==> config.mk <==
export PLATFORM = sky130hd
export DESIGN_NAME = tt_vfp_result_collect_flat
export DESIGN_NICKNAME = d
export VERILOG_FILES = /design/src/rtl/tt_vfp_result_collect_if.sv /design/src/rtl/tt_vfp_result_collect.sv /design/src/flat_wrapper.sv
export SDC_FILE = /design/constraint.sdc
export NUM_CORES = 1
export LEC_CHECK = 0
export BUFFER_PORTS_ARGS = -buffer_cell sky130_fd_sc_hd__buf_2
export CORE_ASPECT_RATIO = 1.25
export CORE_UTILIZATION = 50
export DETAILED_ROUTE_END_ITERATION = 8
export GPL_TIMING_DRIVEN = 0
export PLACE_DENSITY = 0.84
export SLEW_MARGIN = 25
export SYNTH_ARGS = -nofsm -noshare
export SYNTH_HDL_FRONTEND = slang
export SYNTH_SLANG_ARGS = --single-unit
==> constraint.sdc <==
create_clock -name i_clk -period 2.9 [get_ports i_clk]
set_input_delay 0.435 -clock i_clk [delete_from_list [all_inputs] [get_ports i_clk]]
set_output_delay 0.435 -clock i_clk [all_outputs]
set_load 0.02 [all_outputs]
==> src/rtl/tt_vfp_result_collect_if.sv <==
// -----------------------------------------------------------------------------
// tt_vfp_result_collect_if
// Result stream from the vector FP result collector to the vector register
// writeback. Signal names are kept from the collector's point of view.
//
//   o_valid : result valid (collector -> writeback)
//   i_ready : writeback accepts (writeback -> collector)
//   o_data  : W-bit result, W = expWidth + sigWidth + 1
//   o_tag   : opaque element tag
//   o_exc   : 5-bit exception flags of this result
//
// Modports: master = collector side, slave = writeback side.
// -----------------------------------------------------------------------------
interface tt_vfp_result_collect_if #(
    parameter int expWidth = 5,
    parameter int sigWidth = 11,
    parameter int TAG_W    = 4
);
    localparam int W = expWidth + sigWidth + 1;

    logic             o_valid;
    logic             i_ready;
    logic [W-1:0]     o_data;
    logic [TAG_W-1:0] o_tag;
    logic [4:0]       o_exc;

    modport master (output o_valid, output o_data, output o_tag, output o_exc,
                    input  i_ready);
    modport slave  (input  o_valid, input  o_data, input  o_tag, input  o_exc,
                    output i_ready);
endinterface

==> src/rtl/tt_vfp_result_collect.sv <==
// -----------------------------------------------------------------------------
// tt_vfp_result_collect
// Collects the parallel result buses of the vector FP execute unit into one
// in-order, credit-throttled result stream. Combinational (non-FMA) results are
// captured at issue and delayed through a FMA_LAT-deep alignment pipeline so
// that they retire in issue order with the FMA results, which are substituted
// at pipeline exit. Results are buffered in a FIFO_DEPTH-entry FIFO.
//
// Ports:
//   i_clk, i_reset_n     clock, asynchronous active-low reset
//   i_valid / o_ready    issue handshake (o_ready = issue credit available)
//   i_kind, i_tag        operation kind (0..7) and element tag at issue
//   i_fp_res/i_fp_exc    int-to-fp result          (kind 0)
//   i_int_res/i_int_exc  fp-to-int result          (kind 1)
//   i_cmp_lt/eq/exc      compare results           (kinds 2,3,4)
//   i_cls_res            classify mask             (kind 5)
//   i_sel_res/i_sel_exc  min/max result            (kind 6)
//   i_fma_res/i_fma_exc  FMA result, FMA_LAT after issue (kind 7)
//   o_res                result stream (valid/ready/data/tag/exc)
//   o_fflags             sticky OR of retired exception flags
//   i_fflags_clr         synchronous clear of o_fflags
//   o_busy               any op in the pipeline or FIFO
// -----------------------------------------------------------------------------
module tt_vfp_result_collect #(
    parameter int expWidth   = 5,
    parameter int sigWidth   = 11,
    parameter int FMA_LAT    = 3,
    parameter int FIFO_DEPTH = 4,
    parameter int TAG_W      = 4
) (
    input  logic                                i_clk,
    input  logic                                i_reset_n,
    input  logic                                i_valid,
    output logic                                o_ready,
    input  logic [2:0]                          i_kind,
    input  logic [TAG_W-1:0]                    i_tag,
    input  logic [expWidth+sigWidth:0]          i_fp_res,
    input  logic [4:0]                          i_fp_exc,
    input  logic [expWidth+sigWidth-1:0]        i_int_res,
    input  logic [4:0]                          i_int_exc,
    input  logic                                i_cmp_lt,
    input  logic                                i_cmp_eq,
    input  logic [4:0]                          i_cmp_exc,
    input  logic [9:0]                          i_cls_res,
    input  logic [expWidth+sigWidth:0]          i_sel_res,
    input  logic [4:0]                          i_sel_exc,
    input  logic [expWidth+sigWidth-1:0]        i_fma_res,
    input  logic [4:0]                          i_fma_exc,
    tt_vfp_result_collect_if.master             o_res,
    output logic [4:0]                          o_fflags,
    input  logic                                i_fflags_clr,
    output logic                                o_busy
);
    localparam int W     = expWidth + sigWidth + 1;
    localparam int PTR_W = $clog2(FIFO_DEPTH);
    localparam int CNT_W = PTR_W + 1;
    localparam int OCC_W = $clog2(FIFO_DEPTH + FMA_LAT + 1);

    typedef enum logic [2:0] {
        K_CVT_FP  = 3'd0,
        K_CVT_INT = 3'd1,
        K_CMP_LT  = 3'd2,
        K_CMP_LE  = 3'd3,
        K_CMP_EQ  = 3'd4,
        K_CLASS   = 3'd5,
        K_MINMAX  = 3'd6,
        K_FMA     = 3'd7
    } kind_e;

    // ---------------------------------------------------------------- issue
    logic             w_issue;
    logic [W-1:0]     w_sel_data;
    logic [4:0]       w_sel_exc;
    logic [OCC_W-1:0] w_occ;

    assign w_issue = i_valid && o_ready;

    always_comb begin
        w_sel_data = '0;
        w_sel_exc  = '0;
        case (kind_e'(i_kind))
            K_CVT_FP:  begin w_sel_data = i_fp_res;          w_sel_exc = i_fp_exc;  end
            K_CVT_INT: begin w_sel_data = {1'b0, i_int_res}; w_sel_exc = i_int_exc; end
            K_CMP_LT:  begin w_sel_data[0] = i_cmp_lt;              w_sel_exc = i_cmp_exc; end
            K_CMP_LE:  begin w_sel_data[0] = i_cmp_lt | i_cmp_eq;   w_sel_exc = i_cmp_exc; end
            K_CMP_EQ:  begin w_sel_data[0] = i_cmp_eq;              w_sel_exc = i_cmp_exc; end
            K_CLASS:   begin w_sel_data[9:0] = i_cls_res; end
            K_MINMAX:  begin w_sel_data = i_sel_res;         w_sel_exc = i_sel_exc; end
            default:   ; // FMA: data/exc substituted at pipeline exit
        endcase
    end

    // ------------------------------------------------- alignment pipeline
    // Stage k holds an op issued k cycles ago; it never stalls because issue
    // credit already reserves a FIFO slot for every op in flight.
    logic [FMA_LAT:1]             r_pv;
    logic [FMA_LAT:1]             r_pk7;
    logic [FMA_LAT:1][TAG_W-1:0]  r_ptag;
    logic [FMA_LAT:1][W-1:0]      r_pdata;
    logic [FMA_LAT:1][4:0]        r_pexc;

    always_ff @(posedge i_clk or negedge i_reset_n) begin
        if (!i_reset_n) begin
            r_pv    <= '0;
            r_pk7   <= '0;
            r_ptag  <= '0;
            r_pdata <= '0;
            r_pexc  <= '0;
        end else begin
            r_pv[1]    <= w_issue;
            r_pk7[1]   <= (kind_e'(i_kind) == K_FMA);
            r_ptag[1]  <= i_tag;
            r_pdata[1] <= w_sel_data;
            r_pexc[1]  <= w_sel_exc;
            for (int unsigned k = 2; k <= FMA_LAT; k++) begin
                r_pv[k]    <= r_pv[k-1];
                r_pk7[k]   <= r_pk7[k-1];
                r_ptag[k]  <= r_ptag[k-1];
                r_pdata[k] <= r_pdata[k-1];
                r_pexc[k]  <= r_pexc[k-1];
            end
        end
    end

    logic         w_push;
    logic [W-1:0] w_push_data;
    logic [4:0]   w_push_exc;

    assign w_push      = r_pv[FMA_LAT];
    assign w_push_data = r_pk7[FMA_LAT] ? {1'b0, i_fma_res} : r_pdata[FMA_LAT];
    assign w_push_exc  = r_pk7[FMA_LAT] ? i_fma_exc         : r_pexc[FMA_LAT];

    // ----------------------------------------------------------------- FIFO
    logic [W-1:0]     r_mdata [FIFO_DEPTH];
    logic [TAG_W-1:0] r_mtag  [FIFO_DEPTH];
    logic [4:0]       r_mexc  [FIFO_DEPTH];
    logic [PTR_W-1:0] r_wr;
    logic [PTR_W-1:0] r_rd;
    logic [CNT_W-1:0] r_cnt;
    logic             w_nempty;
    logic             w_pop;

    assign w_nempty = (r_cnt != '0);
    assign w_pop    = w_nempty && o_res.i_ready;

    // Storage is not reset: every read is gated by a reset-cleared count.
    always_ff @(posedge i_clk) begin
        if (w_push) begin
            r_mdata[r_wr] <= w_push_data;
            r_mtag[r_wr]  <= r_ptag[FMA_LAT];
            r_mexc[r_wr]  <= w_push_exc;
        end
    end

    always_ff @(posedge i_clk or negedge i_reset_n) begin
        if (!i_reset_n) begin
            r_wr  <= '0;
            r_rd  <= '0;
            r_cnt <= '0;
        end else begin
            if (w_push) r_wr <= r_wr + PTR_W'(1);
            if (w_pop)  r_rd <= r_rd + PTR_W'(1);
            case ({w_push, w_pop})
                2'b10:   r_cnt <= r_cnt + CNT_W'(1);
                2'b01:   r_cnt <= r_cnt - CNT_W'(1);
                default: r_cnt <= r_cnt;
            endcase
        end
    end

    assign o_res.o_valid = w_nempty;
    assign o_res.o_data  = w_nempty ? r_mdata[r_rd] : '0;
    assign o_res.o_tag   = w_nempty ? r_mtag[r_rd]  : '0;
    assign o_res.o_exc   = w_nempty ? r_mexc[r_rd]  : '0;

    // --------------------------------------------------------------- credit
    // Occupancy from registered state only, so a pop returns its credit in
    // the following cycle.
    always_comb begin
        w_occ = OCC_W'(r_cnt);
        for (int unsigned k = 1; k <= FMA_LAT; k++) begin
            w_occ = w_occ + OCC_W'(r_pv[k]);
        end
    end

    assign o_ready = (w_occ < OCC_W'(FIFO_DEPTH));
    assign o_busy  = (w_occ != '0);

    // --------------------------------------------------------------- fflags
    logic [4:0] r_fflags;

    always_ff @(posedge i_clk or negedge i_reset_n) begin
        if (!i_reset_n) begin
            r_fflags <= '0;
        end else begin
            r_fflags <= (i_fflags_clr ? 5'b0 : r_fflags) | (w_pop ? o_res.o_exc : 5'b0);
        end
    end

    assign o_fflags = r_fflags;

endmodule

==> src/flat_wrapper.sv <==
// flat-port wrapper written by rule: the top's interface ports become plain ports
module tt_vfp_result_collect_flat 
#(
    parameter int expWidth   = 5,
    parameter int sigWidth   = 11,
    parameter int FMA_LAT    = 3,
    parameter int FIFO_DEPTH = 4,
    parameter int TAG_W      = 4
)
  (i_clk, i_reset_n, i_valid, o_ready, i_kind, i_tag, i_fp_res, i_fp_exc, i_int_res, i_int_exc, i_cmp_lt, i_cmp_eq, i_cmp_exc, i_cls_res, i_sel_res, i_sel_exc, i_fma_res, i_fma_exc, o_fflags, i_fflags_clr, o_busy, o_res_o_valid, o_res_o_data, o_res_o_tag, o_res_o_exc, o_res_i_ready);
  tt_vfp_result_collect_if #(.expWidth(expWidth), .sigWidth(sigWidth), .TAG_W(TAG_W)) o_res_i ();
  input  logic i_clk;
  input  logic i_reset_n;
  input  logic i_valid;
  output logic o_ready;
  input  logic [2:0] i_kind;
  input  logic [TAG_W-1:0] i_tag;
  input  logic [expWidth+sigWidth:0] i_fp_res;
  input  logic [4:0] i_fp_exc;
  input  logic [expWidth+sigWidth-1:0] i_int_res;
  input  logic [4:0] i_int_exc;
  input  logic i_cmp_lt;
  input  logic i_cmp_eq;
  input  logic [4:0] i_cmp_exc;
  input  logic [9:0] i_cls_res;
  input  logic [expWidth+sigWidth:0] i_sel_res;
  input  logic [4:0] i_sel_exc;
  input  logic [expWidth+sigWidth-1:0] i_fma_res;
  input  logic [4:0] i_fma_exc;
  output logic [4:0] o_fflags;
  input  logic i_fflags_clr;
  output logic o_busy;
  output wire logic [$bits(o_res_i.o_valid)-1:0] o_res_o_valid;
  output wire logic [$bits(o_res_i.o_data)-1:0] o_res_o_data;
  output wire logic [$bits(o_res_i.o_tag)-1:0] o_res_o_tag;
  output wire logic [$bits(o_res_i.o_exc)-1:0] o_res_o_exc;
  input wire logic [$bits(o_res_i.i_ready)-1:0] o_res_i_ready;
  assign o_res_o_valid = o_res_i.o_valid;
  assign o_res_o_data = o_res_i.o_data;
  assign o_res_o_tag = o_res_i.o_tag;
  assign o_res_o_exc = o_res_i.o_exc;
  assign o_res_i.i_ready = o_res_i_ready;
  tt_vfp_result_collect #(.expWidth(expWidth), .sigWidth(sigWidth), .FMA_LAT(FMA_LAT), .FIFO_DEPTH(FIFO_DEPTH), .TAG_W(TAG_W)) u_core (.i_clk(i_clk), .i_reset_n(i_reset_n), .i_valid(i_valid), .o_ready(o_ready), .i_kind(i_kind), .i_tag(i_tag), .i_fp_res(i_fp_res), .i_fp_exc(i_fp_exc), .i_int_res(i_int_res), .i_int_exc(i_int_exc), .i_cmp_lt(i_cmp_lt), .i_cmp_eq(i_cmp_eq), .i_cmp_exc(i_cmp_exc), .i_cls_res(i_cls_res), .i_sel_res(i_sel_res), .i_sel_exc(i_sel_exc), .i_fma_res(i_fma_res), .i_fma_exc(i_fma_exc), .o_res(o_res_i), .o_fflags(o_fflags), .i_fflags_clr(i_fflags_clr), .o_busy(o_busy));
endmodule
==> out/results.txt <==
status = finished clean
WHS Path Cells = 1
Core ar. = 15010 sq um
share of power burned in registers = 0.420
Routed Antenna Nets = 0
crit path kind = reg -> out
reg2reg setup slack = 0.38 ns
placed cell count = 765
DP Wirelength = 10480 microns
worst hold path type = in -> reg
WP data arrival = 2.37 ns
diode count = 0
yosys warns = 0
Static Leakage = 0.003986 uW
total grt overflow = 0
final instance count without filler cells = 799
minimum clock period = 2.804 ns
final setup fails = 0
register area = 5528 sq um
Mapped Cells = 435
worst-path maximum fanout = 9
root buffer cell = clkbuf_16
residual DRC count = 0
worst-skew pair later-pin latency = 0.42 ns
setup TNS = 0 ns
Via Count = 4293
Critical R2R Launch = u_core.r_cnt[0]
max_slew headroom = 0.5038
part of the Yosys area used for sequential elements = 0.7198
WHS Endpoint = u_core.r_ptag[0]
Vias/cell = 5.373
clock transition at the registers of the reported paths = 0.07 ns
Routed wire per std cell = 18.86 microns
initial antenna violation count = 0
die width = 112.8 microns
Syn Area/Cell = 17.65 sq um
P&R area growth vs syn = 21.65%
Post-synth EDFFs = 104
CP Capture Type = primary output
post-synthesis async set-or-reset flop share = 0.4800
fillers = 1055
Initial Util = 0.5113
metal1 wirelength = 5806 microns
Final Hold Fails = 0
Placer Congestion = 0.8714
CTS tree = built
CTS H-tree lvls = 4
Startpoint Class = register
Sw Ratio = 0.3180
final core utilization = 0.6219
top sig layer = met4
post-synth net total = 559
skew final = 0.007586 ns
Power Internal = 5865 uW
layout cells sized above 1 = 0.4068
Comb pwr share = 0.302
Die Ht = 140.5 microns
crit share post-route = 0.9668
fmax = 0.3567 GHz
IO buf count = 147
first-pass GRT wire length = 23430 microns
synth unique cells = 35
reg-to-reg endpoint = u_core.r_cnt[2]
largest net degree at the start of global routing = 74
cts bufs inserted = 17
hold_sp = i_tag[0]
met3 WL = 584 microns
P per Cell Area = 920.9 nW/um^2
P_sw = 2735 uW
Finished Cell Area = 9338 sq um
Layout Nets = 728
RSZ-0062 raised after global routing = no
Die Area = 15860 sq um
maxcap violations = 0
multi-input logic area = 1974 sq um
met2 wire len = 8177 microns
floorplan row count = 50
clk sinks = 200
Worst EP required = 2.47 ns
vias in the first global route = 4547
Routed Wire Length = 15070 microns
Initial DRC Count = 240
io pins = 149
placed cell areas = 8678 sq um
Tot GR Track Use = 0.1991
Max Slew Vio Count = 0
ys flop type = edfxtp_1
Worst VDD drop = 405.2 uV
Worst R2R Path Depth = 11
synthesized area = 7676 sq um
Synth Register Bits = 200
drt pass-1 iters = 4
clock network power share = 0.277
Worst Tran Pin Value = 0.7443 ns
CTS max path bufs = 2
cells by family (layout without fill, tap and decap cells):
family / after synthesis / in the layout / share of synthesized area
compound gates: 55 / 55 / 0.05086
xor+xnor: 7 / 7 / 0.007987
fa+ha+maj: 9 / 9 / 0.01760
buf+inv: 36 / 218 / 0.02494
flops: 200 / 200 / 0.7198
mux: 74 / 74 / 0.1390
simple gates: 54 / 54 / 0.03977
routing by layer:
layer	vias up	GRT usage
li1	1975	-
met1	2105	0.2257
met2	177	0.3629
met3	36	0.03159
met4	0	0.09965
met5	-	0
worst max-delay path: stages (launching register included):
cell	delay (ns)
dfrtp_2	0.48
fa_1	0.46
ha_1	0.23
fa_2	0.53
nor2_1	0.05
nand2_1	0.05
buf_2	0.15
registers in the layout (all words and copies together), names as in the netlist:
register and cells:
u_core.r_pk7 3, u_core.r_pdata 51, u_core.r_wr 2, u_core.r_rd 2, u_core.o_fflags 5, u_core.r_pv 3
u_core.r_mexc 20, u_core.r_mtag 16, u_core.r_pexc 15, u_core.r_cnt 3, u_core.r_ptag 12, u_core.r_mdata 68
worst max path at each step:
stage | start | to
after floorplan | u_core.r_cnt[0] | o_busy
after global placement | u_core.r_pv[3] | o_busy
after detailed placement | u_core.r_pv[3] | o_busy
after CTS | u_core.r_cnt[0] | o_busy
after global routing | u_core.r_pv[3] | o_busy
final | u_core.r_pv[3] | o_busy
area by class of cell:
class | count | share of cell area
tap | 182 | 0.02439
inverter | 13 | 0.005226
clock buffer | 18 | 0.04824
multi-input combinational | 199 | 0.2114
timing repair buffer | 150 | 0.08428
buffer | 23 | 0.01528
clock inverter | 14 | 0.01916
sequential | 200 | 0.5920
cell usage in the layout, fill, tap and decap left out, types with 2 or more instances in the layout:
cell type	instances
buf_2	159
edfxtp_1	104
dfrtp_1	94
mux2_2	27
mux2i_1	26
and2_1	23
a22oi_1	21
o22ai_1	19
clkbuf_16	18
mux4_2	13
inv_1	12
nor2_1	10
mux4_1	8
nand3_1	6
o2bb2ai_1	6
ha_1	6
o21a_1	5
clkbuf_1	4
and2_2	4
inv_8	4
clkinv_8	4
buf_4	3
nand2_1	3
buf_6	3
xor2_1	3
xnor2_1	3
inv_6	3
nand2b_1	2
nor2b_1	2
a21oi_1	2
fa_1	2
dfrtp_2	2
metrics by stage:
| step | hold WS, ns | worst slack [ns] | total power, uW |
|---|---|---|---|
| after floorplan | 0.1394 | 0.2293 | 5402 |
| after global placement | 0.3325 | 0.4894 | 6142 |
| after detailed placement | 0.3042 | 0.4199 | 6245 |
| after CTS | 0.1011 | 0.01377 | 8673 |
| after global routing | 0.1067 | 0.004839 | 8997 |
| final | 0.1193 | 0.09616 | 8600 |
synth_stat cells (2+ instances only):
cell type	number	area [sq um]
nor2b_1	2	12.51
mux4_1	8	210.2
o21a_1	5	37.54
dfrtp_1	96	2402
mux2_2	27	304.0
buf_2	13	65.06
xor2_1	3	26.28
nor2_1	10	37.54
and2_1	27	168.9
edfxtp_1	104	3123
mux4_2	13	292.8
clkbuf_1	4	15.01
buf_6	2	22.52
inv_1	12	45.04
o22ai_1	19	118.9
xnor2_1	4	35.03
mux2i_1	26	260.3
o2bb2ai_1	6	52.55
fa_1	3	60.06
nand2b_1	2	12.51
a21oi_1	2	10.01
nand3_1	6	30.03
ha_1	6	75.07
buf_4	2	15.01
nand2_1	3	11.26
a22oi_1	21	157.7
power groups by stage:
| stage | registers [uW] | clock network, uW | logic [uW] |
|---|---|---|---|
| floorplan | 3660 | 0 | 1750 |
| global placement | 3640 | 0 | 2500 |
| detailed placement | 3670 | 0 | 2570 |
| CTS | 3620 | 2430 | 2620 |
| global route | 3650 | 2540 | 2810 |
| finish | 3610 | 2390 | 2600 |
repair_timing:
item	CTS	global route
setup buffers	0	1
hold buffers	1	0
hold endpoints to repair	23	0
resized for setup	3	1
endpoints found under the setup margin	2	2
pin swaps	0	0
(Power assumes the default switching activity.)
